===== config.mk =====
export PLATFORM = sky130hd
export DESIGN_NAME = lcd_pix_unpack
export DESIGN_NICKNAME = d
export VERILOG_FILES = /design/src/rtl/lcd_pix_unpack.sv
export SDC_FILE = /design/constraint.sdc
export NUM_CORES = 1
export LEC_CHECK = 0
export CORE_ASPECT_RATIO = 1.75
export CORE_MARGIN = 2
export CORE_UTILIZATION = 40
export CTS_BUF_LIST = sky130_fd_sc_hd__clkbuf_4 sky130_fd_sc_hd__clkbuf_8
export DETAILED_ROUTE_END_ITERATION = 12
export GPL_TIMING_DRIVEN = 0
export SYNTH_ARGS = -nofsm -noshare
export SYNTH_HDL_FRONTEND = slang
export SYNTH_SLANG_ARGS = --single-unit

===== constraint.sdc =====
create_clock -name HCLK -period 6.65 [get_ports HCLK]
set_input_delay 0.9975 -clock HCLK [delete_from_list [all_inputs] [get_ports HCLK]]
set_output_delay 0.9975 -clock HCLK [all_outputs]
set_load 0.01 [all_outputs]

===== src/rtl/lcd_pix_unpack.sv =====
// lcd_pix_unpack: splits 32-bit frame-buffer words into one zero-extended
// pixel per cycle for the palette/colour-format stage.
module lcd_pix_unpack (
  input  logic        HCLK,
  input  logic        HRESETn,
  input  logic        lcd_en,
  input  logic        flush,
  input  logic [2:0]  bpp,
  input  logic        bebo,
  input  logic        bepo,
  input  logic [31:0] word_data,
  input  logic        word_valid,
  output logic        word_ready,
  output logic [23:0] d_out_pix_ser,
  output logic        pix_valid,
  input  logic        stopin
);

  localparam int unsigned WORD_W = 32;
  localparam int unsigned PIX_W  = 24;
  localparam int unsigned IDX_W  = 5;
  localparam int unsigned BPP_W  = 3;

  localparam logic [BPP_W-1:0] BPP_1  = 3'b000;
  localparam logic [BPP_W-1:0] BPP_2  = 3'b001;
  localparam logic [BPP_W-1:0] BPP_4  = 3'b010;
  localparam logic [BPP_W-1:0] BPP_8  = 3'b011;
  localparam logic [BPP_W-1:0] BPP_24 = 3'b101;

  logic [WORD_W-1:0] hold;
  logic [BPP_W-1:0]  n_lat;
  logic              bepo_lat;
  logic [IDX_W-1:0]  idx;
  logic              loaded;

  logic [IDX_W-1:0]  last_idx_c;
  logic [IDX_W-1:0]  bit_off_c;
  logic [PIX_W-1:0]  pix_mask_c;
  logic [WORD_W-1:0] word_swap_c;
  logic              accept_c;
  logic              last_pix_c;

  // Byte reversal applied on the way into the hold register
  assign word_swap_c = bebo ? {word_data[7:0], word_data[15:8],
                               word_data[23:16], word_data[31:24]}
                            : word_data;

  assign last_pix_c = (idx == last_idx_c);
  assign word_ready = HRESETn && lcd_en && !flush &&
                      (!loaded || (last_pix_c && !stopin));
  assign accept_c   = word_valid && word_ready;
  assign pix_valid  = loaded;

  // Per-mode last pixel index, bit offset of the current pixel and its mask
  always_comb begin
    last_idx_c = 5'd1;
    bit_off_c  = {idx[0], 4'b0000};
    pix_mask_c = 24'h00FFFF;
    case (n_lat)
      BPP_1: begin
        last_idx_c = 5'd31;
        bit_off_c  = bepo_lat ? {idx[4:3], ~idx[2:0]} : idx;
        pix_mask_c = 24'h000001;
      end
      BPP_2: begin
        last_idx_c = 5'd15;
        bit_off_c  = bepo_lat ? {idx[3:2], ~idx[1:0], 1'b0} : {idx[3:0], 1'b0};
        pix_mask_c = 24'h000003;
      end
      BPP_4: begin
        last_idx_c = 5'd7;
        bit_off_c  = bepo_lat ? {idx[2:1], ~idx[0], 2'b00} : {idx[2:0], 2'b00};
        pix_mask_c = 24'h00000F;
      end
      BPP_8: begin
        last_idx_c = 5'd3;
        bit_off_c  = {idx[1:0], 3'b000};
        pix_mask_c = 24'h0000FF;
      end
      BPP_24: begin
        last_idx_c = 5'd0;
        bit_off_c  = 5'd0;
        pix_mask_c = 24'hFFFFFF;
      end
      default: begin
        last_idx_c = 5'd1;
        bit_off_c  = {idx[0], 4'b0000};
        pix_mask_c = 24'h00FFFF;
      end
    endcase
  end

  // Pixel output is forced to zero when no word is loaded
  always_comb begin
    d_out_pix_ser = '0;
    if (loaded) begin
      d_out_pix_ser = PIX_W'(hold >> bit_off_c) & pix_mask_c;
    end
  end

  // Word hold, mode latch and pixel index sequencing
  always_ff @(posedge HCLK or negedge HRESETn) begin
    if (!HRESETn) begin
      hold     <= '0;
      n_lat    <= '0;
      bepo_lat <= 1'b0;
      idx      <= '0;
      loaded   <= 1'b0;
    end else if (flush || !lcd_en) begin
      loaded <= 1'b0;
      idx    <= '0;
    end else if (accept_c) begin
      hold     <= word_swap_c;
      n_lat    <= bpp;
      bepo_lat <= bepo;
      loaded   <= 1'b1;
      idx      <= '0;
    end else if (loaded && !stopin) begin
      if (!last_pix_c) begin
        idx <= idx + IDX_W'(1);
      end else begin
        loaded <= 1'b0;
        idx    <= '0;
      end
    end
  end

endmodule


# [Word-level counts from Yosys, hierarchy flattened]
# Cells that the tools add are included.
[op_classes] mux=16 n_bitwise=5 reduce_logical=17 add_sub_neg=1 shift=1 eq_ne=5
[op_table] cell="case mux 24 bit (5 select lines)" count=1
[op_table] cell="case mux 5 bit (5 select lines)" count=2
[op_table] cell="two-way mux 32 bit" count=1
[op_table] cell=">> shifter 32 x 5 -> 24 bit" count=1
[op_table] cell="AND 24 bit" count=1
[op_table] cell="two-way mux 24 bit" count=1
[op_table] cell="two-way mux 5 bit" count=4
[op_table] cell="two-way mux 3 bit" count=3
[op_table] cell="== test 3 x 2 -> 1 bit (second input constant)" count=2
[op_table] cell="logical AND 1 bit" count=6
[op_table] cell="nonzero test 3 bit" count=2
[op_table] cell="adder 5 x 1 -> 5 bit (second input constant)" count=1
[op_table] cell="== test 5 bit" count=1
[op_table] cell="logical NOT 1 bit" count=4
[op_table] cell="two-way mux 1 bit" count=4
[op_table] cell="AND reduction 2 bit" count=2
[op_table] cell="== test 3 x 1 -> 1 bit (second input constant)" count=1
[op_table] cell="== test 3 bit (second input constant)" count=1
[op_table] cell="logical NOT 3 bit" count=1
[op_table] cell="NOT 3 bit" count=1
[op_table] cell="logical OR 1 bit" count=2
[op_table] cell="NOT 1 bit" count=2
[op_table] cell="NOT 2 bit" count=1
[totals] out_inout_bits=26 in_bits=43 regBits=42 wordCells=50

# [Depth between registers and ports, before layout]
[logic_depth] ltp_word=9 depth_mapped=11

# [Worst setup path before layout]
# OpenSTA, ideal clock, no wires.
[synth_path] kind="register -> output" from="register n_lat[1]" to="output port d_out_pix_ser[11]" path_slack_ns=3.444 required_time_ns=5.653 stages_incl_launch_ff=12 arrival_ns=2.209 cell_sequence="dfrtp_1 > buf_4 > nor3_4 > ha_1 > nor2_1 > a22oi_1 > a221o_1 > buf_2 > nand4_1 > o21ai_1 > nor2_1 > a211oi_1"
[synth_via] elab_chain_len=5 word_cells_on_any_way=10 classes_between="4 x eq/ne; 1 x shift; 3 x mux; 1 x bitwise; 1 x reduce/logical"
[synth_rtl] item="start, declared" line="31" text="logic [BPP_W-1:0] n_lat;"
[synth_rtl] item="start signal, assigned" line="114" text="n_lat <= bpp;"
[synth_rtl] item="== test 3 bit, or another cell as far along" line="59" text="case (n_lat)"
[synth_rtl] item="case mux 5 bit (5 select lines)" line="59"
[synth_rtl] item=">> shifter 32 x 5 -> 24 bit" line="97" text="d_out_pix_ser = PIX_W'(hold >> bit_off_c) & pix_mask_c;"
[synth_rtl] item="AND 24 bit *" line="97"
[synth_rtl] item="two-way mux 24 bit *" line="96" text="if (loaded) begin"
[synth_rtl] item="end, declared" line="14" text="output logic [23:0] d_out_pix_ser,"
# Mark *: on every way between the ends. The rest lies on a longest branch, timed or not.

# [Worst setup path after layout]
# Ends and elaborated chain as after synthesis.

==> flow_summary.json <==
{
  "status": "complete, no violations",
  "cts.path.max_buffers": 2,
  "totalWireLength_um": 12200,
  "final_util_pct": 51.2,
  "routed_via_density": 5.69,
  "io_buffers": 67,
  "maxSlewViolCount": 0,
  "finalNonFillerCells": 645,
  "crit_path_end_kind": "output port",
  "synthesis.nets": 492,
  "cts_max_level": 2,
  "rr_startpoint": "n_lat[1]",
  "ios": 69,
  "track_usage_pct": 23.3,
  "netlist.area_leader.share_pct": 26.8,
  "crit_fanout": 10,
  "drive_gt1_share_pct": 14.7,
  "synthDistinctLibCells": 64,
  "finalWorstSetupSlack_ns": 2.18,
  "grt_max_degree": 37,
  "min_path_type": "input port to asynchronous set/reset pin",
  "setup-tns-final_ns": 0,
  "post-cts-setup-buffers": 0,
  "gp_congestion": 0.912,
  "synthAdderAreaFrac_pct": 0.638,
  "grt_overflow_total": 0,
  "die_y_um": 135,
  "vias": 3670,
  "start_kind": "flip-flop",
  "ys_seq_area_share_pct": 26.8,
  "grt_pass1_wl_um": 19200,
  "finalHoldViolations": 0,
  "dp_hpwl_um": 9900,
  "synth_top_family_by_area": "multiplexers",
  "vdd_drop_max_mv": 0.165,
  "tritoncts": "built",
  "antenna_found_initial": 0,
  "rsz0062_at_grt": "false",
  "numCtsBuffers": 5,
  "netlist_instances": 447,
  "cts_resized": 0,
  "yosys_warnings": 0,
  "num-nets-final": 567,
  "p_leak_uw": 0.00221,
  "synth_compound_area_share_pct": 18.4,
  "muxShareOfSynthArea_pct": 27.7,
  "worst_pin_slew_ns": 0.833,
  "grt_pass1_vias": 3680,
  "holdWs_ns": 0.546,
  "cp.required_ns": 5.65,
  "drt-initial-drc-count": 208,
  "core_area_sq_um": 9530,
  "finalSetupViolations": 0,
  "synth_xor_area_share_pct": 1.98,
  "clk-insertion-delay-late_ns": 0.30,
  "place_ws_ns": 2.56,
  "synth_top_area_cell": "dfrtp_1",
  "reg2reg_slack_ns": 3.87,
  "synthArstFlopShare_pct": 100,
  "relSlewSlack_pct": 44.5,
  "clkTransAtPathRegs_ns": 0.09,
  "rows": 47,
  "die_w_um": 78.8,
  "route.detailed.drc": 0,
  "r2r_cells": 9,
  "drt_pass1_iterations": 4,
  "diodes": 0,
  "detail-route-antenna-nets": 0,
  "ys_top_cells_by_area": "dfrtp_1, mux2i_1, nor2_1, a21oi_1, mux2_2",
  "r2r-end": "hold[5]",
  "finalCriticalPeriod_ns": 4.47,
  "wl_per_cell_um": 18.9,
  "maxCapViolCount": 0,
  "synthSimpleGateAreaFrac_pct": 16.9,
  "die_area_sq_um": 10600,
  "period_share_pct": 67.2,
  "yosys_most_used_dff": "dfrtp_1",
  "cts_hold_buf": 0,
  "cts-root-buf": "clkbuf_8",
  "powerDensity_nw_per_um2": 245,
  "synth_area_sq_um": 3920,
  "skew_ns": 0.00723,
  "cts.sinks": 42,
  "worstSetupPathType": "flip-flop to output port",
  "syn_avg_cell_area_sq_um": 8.77,
  "dp.cells": 637,
  "area_growth_syn_to_layout_pct": 24.3,
  "initial_core_util_pct": 41.2,
  "ys_seq_elements": 42,
  "fmax_mhz": 224,
  "synth_edf_count": 0,
  "crit_arrival_ns": 3.47
}
[how the worst max path moves through the flow]
stage | from | to | slack (ns) | cells after the start
3_5_place_dp | idx[1] | d_out_pix_ser[18] | 2.56 | 10
3_3_place_gp | HRESETn | word_ready | 1.85 | 3
5_1_grt | n_lat[1] | d_out_pix_ser[11] | 2.01 | 12
6_report | n_lat[1] | d_out_pix_ser[11] | 2.18 | 12
2_1_floorplan | n_lat[1] | d_out_pix_ser[11] | 3.44 | 11
4_1_cts | n_lat[1] | d_out_pix_ser[6] | 2.21 | 11
[layer usage]
| layer | vias up | GRT usage [%] | routed length, um |
|---|---|---|---|
| li1 | 1781 | - | - |
| met1 | 1763 | 24.7 | 4590 |
| met2 | 108 | 46.4 | 6910 |
| met3 | 18 | 2.21 | 411 |
| met4 | 0 | 8.14 | 300 |
| met5 | - | 0 | 0 |
[critical path, stage by stage, from the launching register on]
cell and delay (ns):
dfrtp_1 0.37, buf_4 0.16, nor3_4 0.35, ha_1 0.25
nor2_1 0.07, a22oi_1 0.25, a221o_1 0.23, buf_2 0.26
nand4_1 0.12, o21ai_1 0.15, nor2_1 0.06, a211oi_1 0.31
clkdlybuf4s50_1 0.60
[kinds of logic after synthesis]
group           Yosys count
compound gates          103
fa+ha+maj                 2
flops                    42
simple gates            142
buf+inv                  48
mux                     102
xor+xnor                  8
[synthesized netlist by cell type (6+ instances only)]
master	instances
buf_6	10
mux2_2	15
nand2_1	30
nand4_1	7
nor3_1	6
nand3_1	11
a211oi_1	6
dfrtp_1	42
clkbuf_1	7
buf_2	18
inv_1	8
a21oi_1	41
o21ai_0	7
mux2i_1	77
nor2_1	63
[layout make-up]
type / instances / area (sq um)
Fill cell: 962 / 4650
Multi-Input combinational cell: 357 / 2570
Sequential cell: 42 / 1050
Timing Repair Buffer: 68 / 686
Buffer: 40 / 267
Tap cell: 122 / 153
Clock buffer: 6 / 76.3
Clock inverter: 2 / 37.5
Inverter: 8 / 30.0
[where the power goes]
part	switching [uW]	total, uW	internal, uW
registers	48.3	354	306
logic	352	626	273
clock network	97.2	213	116
total	498	1190	695
[sequential cells by signal, summed over array words and instances, names as in the netlist]
name / cells
n_lat: 3
bepo_lat: 1
hold: 32
idx: 5
pix_valid: 1
[per-stage QoR]
| step | instance area (sq um) | total power (uW) |
|---|---|---|
| final | 4870 | 1190 |
| after global routing | 4870 | 1270 |
| after CTS | 4870 | 1190 |
| after detailed placement | 4760 | 975 |
| after global placement | 4740 | 970 |
| after floorplan | 3920 | 791 |
[placed cells by master (no fill, tap or decap), types with 7 or more instances in the layout]
| cell type | n |
|---|---|
| a21oi_1 | 41 |
| nand2_1 | 30 |
| nand3_1 | 11 |
| mux2i_1 | 77 |
| buf_6 | 10 |
| buf_2 | 19 |
| nor2_1 | 63 |
| clkdlybuf4s50_1 | 66 |
| inv_1 | 8 |
| o21ai_0 | 7 |
| clkbuf_1 | 7 |
| nand4_1 | 7 |
| dfrtp_1 | 42 |
| mux2_2 | 15 |
No activity file was read; power rests on OpenSTA's default activity.
